`src/rtl/uart_rx_if.sv`:
```
// Receive-side bundle of the 8N1 UART receiver: serial line in, byte holding register out.
// The receiver drives through "master"; the consumer of received bytes uses "slave".
interface uart_rx_if;
    logic       rx;
    logic       rx_ready;
    logic [7:0] rx_data;
    logic       rx_valid;
    logic       rx_frame_err;
    logic       rx_overrun;
    logic       rx_busy;

    modport master (
        input  rx, rx_ready,
        output rx_data, rx_valid, rx_frame_err, rx_overrun, rx_busy
    );

    modport slave (
        output rx, rx_ready,
        input  rx_data, rx_valid, rx_frame_err, rx_overrun, rx_busy
    );
endinterface

```
`src/rtl/uart_rx.sv`:
```
// 8N1 UART receiver: 8x oversampling from an enable-tick divider, 3-sample majority vote,
// valid/ready holding register with framing-error and overrun pulses.
module uart_rx #(
    parameter int CLK_FREQ  = 100_000_000,
    parameter int BAUD_RATE = 9600
) (
    input  logic      sys_clk,
    input  logic      reset,
    uart_rx_if.master bus
);
    localparam int TICK_DIV = CLK_FREQ / (BAUD_RATE * 8);
    localparam int CW       = $clog2(TICK_DIV);
    localparam logic [CW-1:0] TICK_MAX = CW'(TICK_DIV - 1);

    localparam logic [2:0] IDLE      = 3'd0;
    localparam logic [2:0] START     = 3'd1;
    localparam logic [2:0] DATA      = 3'd2;
    localparam logic [2:0] STOP      = 3'd3;
    localparam logic [2:0] WAIT_HIGH = 3'd4;

    logic [2:0]    state, state_next;
    logic          rx_meta, rx_s;
    logic [CW-1:0] div_cnt;
    logic          tick;
    logic [2:0]    s_cnt;
    logic [2:0]    bit_idx;
    logic [2:0]    smp;
    logic [7:0]    shreg;
    logic          maj;
    logic          deliver, frame_bad;
    logic [7:0]    data_q;
    logic          valid_q, ferr_q, ovr_q;

    function automatic logic vote(input logic a, input logic b, input logic c);
        return (a & b) | (a & c) | (b & c);
    endfunction

    assign tick = (div_cnt == TICK_MAX);

    // The stop bit is judged in the same tick as its third sample, so that sample comes from rx_s.
    assign maj = (state == STOP) ? vote(smp[0], smp[1], rx_s) : vote(smp[0], smp[1], smp[2]);

    always_comb begin
        // NOTE: every output of this block gets a default first, so no path can infer a latch.
        state_next = state;
        deliver    = 1'b0;
        frame_bad  = 1'b0;
        case (state)
            IDLE:      if (!rx_s) state_next = START;
            START:     if (tick && s_cnt == 3'd7) state_next = maj ? IDLE : DATA;
            DATA:      if (tick && s_cnt == 3'd7 && bit_idx == 3'd7) state_next = STOP;
            STOP: begin
                if (tick && s_cnt == 3'd4) begin
                    if (maj) begin
                        deliver    = 1'b1;
                        state_next = IDLE;
                    end else begin
                        frame_bad  = 1'b1;
                        state_next = WAIT_HIGH;
                    end
                end
            end
            WAIT_HIGH: if (rx_s) state_next = IDLE;
            default:   state_next = IDLE;
        endcase
    end

    always_ff @(posedge sys_clk or negedge reset) begin
        if (!reset) begin
            // NOTE: sequential state uses non-blocking assignments so every flop samples pre-edge values.
            state   <= IDLE;
            rx_meta <= 1'b1;
            rx_s    <= 1'b1;
            div_cnt <= '0;
            s_cnt   <= '0;
            bit_idx <= '0;
            smp     <= '0;
            shreg   <= '0;
        end else begin
            rx_meta <= bus.rx;
            rx_s    <= rx_meta;
            state   <= state_next;

            // Restarting the divider on the start edge puts sample ticks at fixed offsets into each bit.
            if ((state == IDLE && !rx_s) || tick) div_cnt <= '0;
            else                                  div_cnt <= div_cnt + CW'(1);

            if (state_next != state) s_cnt <= '0;
            else if (tick)           s_cnt <= s_cnt + 3'd1;

            if (tick) begin
                case (s_cnt)
                    3'd2:    smp[0] <= rx_s;
                    3'd3:    smp[1] <= rx_s;
                    3'd4:    smp[2] <= rx_s;
                    default: ;
                endcase
            end

            if (state != DATA)                bit_idx <= '0;
            else if (tick && s_cnt == 3'd7)   bit_idx <= bit_idx + 3'd1;

            if (state == DATA && tick && s_cnt == 3'd7) shreg[bit_idx] <= maj;
        end
    end

    always_ff @(posedge sys_clk or negedge reset) begin
        if (!reset) begin
            data_q  <= 8'h00;
            valid_q <= 1'b0;
            ferr_q  <= 1'b0;
            ovr_q   <= 1'b0;
        end else begin
            ferr_q <= frame_bad;
            ovr_q  <= 1'b0;
            if (deliver) begin
                // A consumer accepting in the delivery cycle frees the register for the new byte.
                if (!valid_q || bus.rx_ready) begin
                    data_q  <= shreg;
                    valid_q <= 1'b1;
                end else begin
                    ovr_q <= 1'b1;
                end
            end else if (valid_q && bus.rx_ready) begin
                valid_q <= 1'b0;
            end
        end
    end

    assign bus.rx_data      = data_q;
    assign bus.rx_valid     = valid_q;
    assign bus.rx_frame_err = ferr_q;
    assign bus.rx_overrun   = ovr_q;
    assign bus.rx_busy      = (state != IDLE);
endmodule

```
`src/flat_wrapper.sv`:
```
// flat-port wrapper written by rule: the top's interface ports become plain ports
module uart_rx_flat 
#(
    parameter int CLK_FREQ  = 100_000_000,
    parameter int BAUD_RATE = 9600
)
  (sys_clk, reset, bus_rx, bus_rx_ready, bus_rx_data, bus_rx_valid, bus_rx_frame_err, bus_rx_overrun, bus_rx_busy);
  uart_rx_if bus_i ();
  input  logic sys_clk;
  input  logic reset;
  input wire logic [$bits(bus_i.rx)-1:0] bus_rx;
  input wire logic [$bits(bus_i.rx_ready)-1:0] bus_rx_ready;
  output wire logic [$bits(bus_i.rx_data)-1:0] bus_rx_data;
  output wire logic [$bits(bus_i.rx_valid)-1:0] bus_rx_valid;
  output wire logic [$bits(bus_i.rx_frame_err)-1:0] bus_rx_frame_err;
  output wire logic [$bits(bus_i.rx_overrun)-1:0] bus_rx_overrun;
  output wire logic [$bits(bus_i.rx_busy)-1:0] bus_rx_busy;
  assign bus_i.rx = bus_rx;
  assign bus_i.rx_ready = bus_rx_ready;
  assign bus_rx_data = bus_i.rx_data;
  assign bus_rx_valid = bus_i.rx_valid;
  assign bus_rx_frame_err = bus_i.rx_frame_err;
  assign bus_rx_overrun = bus_i.rx_overrun;
  assign bus_rx_busy = bus_i.rx_busy;
  uart_rx #(.CLK_FREQ(CLK_FREQ), .BAUD_RATE(BAUD_RATE)) u_core (.sys_clk(sys_clk), .reset(reset), .bus(bus_i));
endmodule
```
`config.mk`:
```
export PLATFORM = sky130hd
export DESIGN_NAME = uart_rx_flat
export DESIGN_NICKNAME = d
export VERILOG_FILES = /design/src/rtl/uart_rx_if.sv /design/src/rtl/uart_rx.sv /design/src/flat_wrapper.sv
export SDC_FILE = /design/constraint.sdc
export NUM_CORES = 1
export LEC_CHECK = 0
export ABC_AREA = 1
export BUFFER_PORTS_ARGS = -buffer_cell sky130_fd_sc_hd__buf_2
export CORE_ASPECT_RATIO = 1.25
export CORE_UTILIZATION = 42
export DETAILED_ROUTE_END_ITERATION = 12
export MAX_ROUTING_LAYER = met4
export PLACE_DENSITY = 0.61
export SETUP_SLACK_MARGIN = 0.5
export SLEW_MARGIN = 25
export SYNTH_ARGS = -nofsm -noshare
export SYNTH_HDL_FRONTEND = slang
export SYNTH_SLANG_ARGS = --single-unit
```
`constraint.sdc`:
```
create_clock -name sys_clk -period 1.6 [get_ports sys_clk]
set_clock_uncertainty 0.1 [all_clocks]
set_input_delay 0.08 -clock sys_clk [delete_from_list [all_inputs] [get_ports sys_clk]]
set_output_delay 0.08 -clock sys_clk [all_outputs]
set_load 0.03 [all_outputs]
```
# ---- Word-level counts from Yosys, hierarchy flattened
# Index checks and enable logic that the tools add are counted.
dict set report totals {
  n_memories 0
  word_cells 91
  latchBits 0
  ram_bits 0
  ff_bits 44
  out_inout_bits 12
  input_bits 4
  mem_bits_ro 0
}
dict set report op_classes {
  add_sub_neg 3
  magnitude_cmp 2
  muxes 28
  mul 0
  shifts 0
  n_div 0
  bitwise_logic 9
  eq_ne 13
  reduce_logical 22
}
# cell n
set ops {}
lappend ops {{two-way mux 3 bit} 10}
lappend ops {{one-hot mux 3 bit (5 select lines)} 1}
lappend ops {{two-way mux 1 bit} 13}
lappend ops {{equality test 3 x 2 -> 1 bit (second input constant)} 4}
lappend ops {{equality test 3 bit (second input constant)} 4}
lappend ops {{adder 11 x 1 -> 11 bit (second input constant)} 1}
lappend ops {{equality test 11 bit (second input constant)} 1}
lappend ops {{two-way mux 11 bit} 1}
lappend ops {{AND reduction 2 bit} 5}
lappend ops {{bitwise mux 8 bit} 1}
lappend ops {{logical AND 1 bit} 8}
lappend ops {{adder 3 x 1 -> 3 bit (second input constant)} 2}
lappend ops {{nonzero test 2 bit} 3}
lappend ops {{bitwise AND 1 bit} 5}
lappend ops {{< comparator 3 x 4 -> 1 bit (second input constant)} 1}
lappend ops {{OR 1 bit} 4}
lappend ops {{demux 1 bit (select 3 bit)} 1}
lappend ops {{equality test 3 x 1 -> 1 bit (second input constant)} 1}
lappend ops {{>= comparator 3 x 1 -> 1 bit (second input constant)} 1}
lappend ops {{logical NOT 3 bit} 1}
lappend ops {{!= test 3 x 2 -> 1 bit (second input constant)} 1}
lappend ops {{!= test 3 bit} 1}
lappend ops {{nonzero test 3 bit} 1}
lappend ops {{logical NOT 1 bit} 2}
lappend ops {{other kinds (3)} 4}

# ---- Logic depth before layout (Yosys ltp)
dict set report logic_depth {
  word_depth 9
  mapped_depth 11
  depth_no_buf 11
}

# ---- Least setup slack after synthesis
# OpenSTA, ideal clock, no wires.
dict set report synth_path {
  path_kind {register to register}
  from {register u_core.div_cnt[1]}
  to {register u_core.data_q[5] (netlist: u_core.bus.rx_data[5])}
  required_time_ns 1.379
  setup_time_ns 0.121
  n_path_buf 1
  stages_incl_launch_ff 11
  synth_period_minus_slack_ns 1.696
  setup_slack_ns -0.096
  arrival_ns 1.475
  path_cell_list {dfrtp_1 inv_1 ha_1 nand4_1 nor2_1 nand2_1 nor2_4 nand3_2 buf_2 nand2_1 o21ai_1}
}
dict set report synth_between {
  elab_chain_cells 5
}
# element line_no
set synth_rtl {}
lappend synth_rtl {{start: declaration} uart_rx.sv:23} ;# logic [CW-1:0] div_cnt;
lappend synth_rtl {{start signal: assignment} uart_rx.sv:86} ;# else div_cnt <= div_cnt + CW'(1);
lappend synth_rtl {{equality test 11 bit} uart_rx.sv:38} ;# assign tick = (div_cnt == TICK_MAX);
lappend synth_rtl {{logical AND 1 bit} uart_rx.sv:53} ;# if (tick && s_cnt == 3'd4) begin
lappend synth_rtl {{two-way mux 1 bit} uart_rx.sv:53}
lappend synth_rtl {{two-way mux 1 bit} uart_rx.sv:48} ;# case (state)
lappend synth_rtl {{AND reduction 2 bit (no line)} -}
lappend synth_rtl {{end signal: assignment} uart_rx.sv:119} ;# data_q <= shreg;
lappend synth_rtl {{end: declaration} uart_rx.sv:31} ;# logic [7:0] data_q;
# Every way passes these cells.
# A chain may end at the register's enable or synchronous reset.

# ---- Worst setup path after layout
dict set report layout_path {
  from {register u_core.div_cnt[1]}
  to {register u_core.s_cnt[0]}
}
dict set report layout_between {
  elab_chain_cells 7
  elab_cells_between_ends 11
  cone_classes {2 x eq/ne; 5 x mux; 4 x reduce/logical}
}
# element line_no
set layout_rtl {}
lappend layout_rtl {{equality test 11 bit *} uart_rx.sv:38}
lappend layout_rtl {{logical AND 1 bit} {uart_rx.sv:50, uart_rx.sv:51}}
lappend layout_rtl {{logical AND 1 bit} uart_rx.sv:51} ;# DATA: if (tick && s_cnt == 3'd7 && bit_idx == 3'd7) state_next = STOP;
lappend layout_rtl {{two-way mux 3 bit} uart_rx.sv:51}
lappend layout_rtl {{one-hot mux 3 bit (5 select lines)} uart_rx.sv:48}
lappend layout_rtl {{!= test 3 bit} uart_rx.sv:88} ;# if (state_next != state) s_cnt <= '0;
lappend layout_rtl {{two-way mux 3 bit / nonzero test 2 bit (equally long branches)} -}
lappend layout_rtl {{end signal: assignment} uart_rx.sv:89} ;# else if (tick) s_cnt <= s_cnt + 3'd1;
lappend layout_rtl {{end: declaration} uart_rx.sv:25} ;# logic [2:0] s_cnt;
# Every way passes the cells marked *; elsewhere a longest branch is shown, timed or not.

==> flow_summary_export.csv <==
group,metric,value,unit
yosys,yosys_register_bits,44,
routing,wirelength,5.400,mm
clock_network,cts_root_buf,"clkbuf_8",
final_layout,nFillCells,425,
floorplan,fp.dieArea,0.005600,mm2
place,preCtsSetupSlack,-158.7,ps
sta,post-route-min-period,1746,ps
routing,drcViolationCount,0,
place,port_buffers,15,
floorplan,fp.coreArea,0.005080,mm2
sta,fin_ws,-146.1,ps
place,gp_congestion,0.8341,
routing,via_per_inst,4.902,
final_layout,nNetsFinal,346,
sta,rsz0062_at_grt,"yes",
sta,hold_ws,111.5,ps
clock_network,clk_latency,300,ps
clock_network,cts_tree,"done",
yosys,syn_area,0.002227,mm2
yosys,yosysTopAreaCell,"dfrtp_1",
global_routing,grt_pass1_wl,8.942,mm
worst_hold_path,hold_class,"input pin to register",
final_layout,final_util,64.43,%
sta,setup_viol,26,
sta,slew_viol_final,0,
sta,hold_viol,0,
global_routing,grt_pass1_vias,1981,
routing,ant_nets,0,
final_layout,finalNonFillerCells,396,
yosys,syn_nets,277,
sta,tightest_slew,470.7,ps
sta,fmax,0.5727,GHz
routing,vias,1941,
setup_path,crit_path_cell_trace,"inv_2 > ha_4 > nand4_1 > nor2_1 > nand2_1 > nor2_4 > nand2_2 > nand2_2 > inv_2 > nand3_2 > nor2_1",
clock_network,cts_htree_levels,2,
outcome,violations,"setup timing",
routing,routedWlPerCell,13.64,um
yosys,yosys_warnings,0,
floorplan,rows,29,
final_layout,design_area,0.003273,mm2
global_routing,antenna_found_initial,0,
setup_path,setup.worst_path.class,"register to register",
yosys,yosys-top-cells-count,"nand2_1, nor2_1, dfrtp_1, inv_1, nor3_1",
setup_path,cp_slowest_stage_delay,400,ps
floorplan,die_h,83.42,um
routing,drt_iter0_markers,70,
power,powerDensity,627.9,mW/mm2
power,ir_drop,0.0004478,V
floorplan,die_w,67.13,um
yosys,synth-main-ff-cell,"dfrtp_1",
place,hpwl,3.416,mm
clock_network,numCtsBuffers,5,
final_layout,final_layout_size_suffix_gt1_share,46.11,%
setup_path,startpoint_type,"register",
sta,slew_headroom,68.62,%
yosys,synth.distinct_cells,31,
clock_network,path_clk_slew,90,ps
yosys,synth-edff-count,0,
clock_network,clock-sinks,44,
setup_path,cp-end-kind,"register",
setup_path,worstPathRequired,1690,ps
sta,setup_tns,-2759,ps
setup_path,timing.critical_path.arrival,1830,ps
yosys,async_flop_share,100.0,%
final_layout,syn_to_final_growth,46.97,%
outcome,outcome,"finished with violations",
clock_network,clock_path_buffers,2,
place,place_area,0.002658,mm2
global_routing,gr-total-overflow,0,
setup_path,slowest_stage,"dfrtp_1",
power,power.leakage,1.589,nW
yosys,postSynthAreaPerCell,8.436,um2
global_routing,grt_max_degree,26,
sta,min_period_over_period,109.1,%
yosys,ys_seq_area_share,49.55,%
yosys,synthesis.instances,264,
floorplan,initial_core_util,43.84,%
yosys,yosys.area.top_type_share,47.19,%
floorplan,io_pins,16,
yosys,yosys-top-cells-area,"dfrtp_1, nand2_1, nor2_1, inv_1, ha_1",
final_layout,insertedDiodeCount,0,
setup_path,cp_max_fo,5,
job,cap_viol_max_count,0,
global_routing,track_usage,21.83,%
place,dp.cells,367,
routing,drtPass1Iterations,4,
power,power.total,2.055,mW
sequential cells by signal, summed over array words and instances, names as in the netlist:
name / count
u_core.s_cnt: 3
u_core.div_cnt: 11
u_core.bus.rx_frame_err: 1
u_core.bus.rx_data: 8
u_core.smp: 3
u_core.state: 3
u_core.rx_s: 1
u_core.bit_idx: 3
u_core.rx_meta: 1
u_core.bus.rx_overrun: 1
u_core.bus.rx_valid: 1
u_core.shreg: 8
placed cells by master (no fill, tap or decap), types with 6 or more instances in the layout:
| cell type | count |
|---|---|
| dfrtp_1 | 37 |
| nand2_1 | 35 |
| nor2_1 | 34 |
| buf_4 | 34 |
| inv_1 | 24 |
| inv_2 | 13 |
| buf_2 | 13 |
| nor3_2 | 11 |
| nand2_2 | 9 |
| buf_6 | 9 |
| nor2_4 | 8 |
| nand2_4 | 8 |
| nand4_1 | 8 |
| a21oi_1 | 8 |
| o21ai_1 | 8 |
| nor2_2 | 6 |
| clkbuf_8 | 6 |
repair_timing:
action                                  CTS  global route
endpoints found under the hold margin    33             0
gates cloned                              3             0
buffers inserted                          2            14
resized for setup                        40            44
pin swaps                                17            19
hold buffers                              2             0
endpoints found under the setup margin   43            44
routing by layer:
layer | track usage, % | wire length [um]
met1 | 25.47 | 2324
met2 | 35.64 | 2848
met3 | 4.121 | 108
met4 | 9.478 | 119
met5 | - | 0
logic make-up (layout without fill, tap and decap cells):
| family | Yosys count | after routing | synth area share (%) |
|---|---|---|---|
| simple gates | 138 | 140 | 30.11 |
| fa+ha+maj | 9 | 9 | 5.056 |
| flops | 44 | 44 | 49.55 |
| compound gates | 30 | 30 | 7.529 |
| xor+xnor | 1 | 1 | 0.3933 |
| buf+inv | 42 | 110 | 7.360 |
critical path: cells and delay by family, from the launching register on:
family	cells	cell delay, ps
DFF	1	400
buffers and inverters	2	100
adders and majority gates	1	130
and+or+nand+nor	8	880
final cells by class:
type	count	area, um2	area share [%]
clock buffer	6	82.58	2.523
tap	62	77.57	2.370
multi-input combinational	180	1279	39.07
timing repair buffer	63	536.8	16.40
clock inverter	2	38.79	1.185
inverter	39	148.9	4.549
sequential	44	1110	33.91
path summary, 6_finish.rpt:
kind	start	slack (ps)	depth (start not counted)	endpoint
worst max-delay path	u_core.div_cnt[1]	-150	11	u_core.s_cnt[0]
min in group asynchronous	reset	160	2	u_core.state[1]
worst min register to register	u_core.rx_meta	260	0	u_core.rx_s
worst min-delay path	bus_rx_ready	110	4	u_core.bus.rx_valid
worst max register to register	u_core.div_cnt[1]	-150	11	u_core.s_cnt[0]
max in group asynchronous	reset	740	3	u_core.div_cnt[5]
power breakdown:
part / switching [mW] / internal, mW / total (mW)
Clock: 0.386 / 0.511 / 0.897
Combinational: 0.0275 / 0.0142 / 0.0416
Sequential: 0.000984 / 1.12 / 1.12
Total: 0.415 / 1.64 / 2.06
Note: power is estimated with default switching activity, not from simulation.
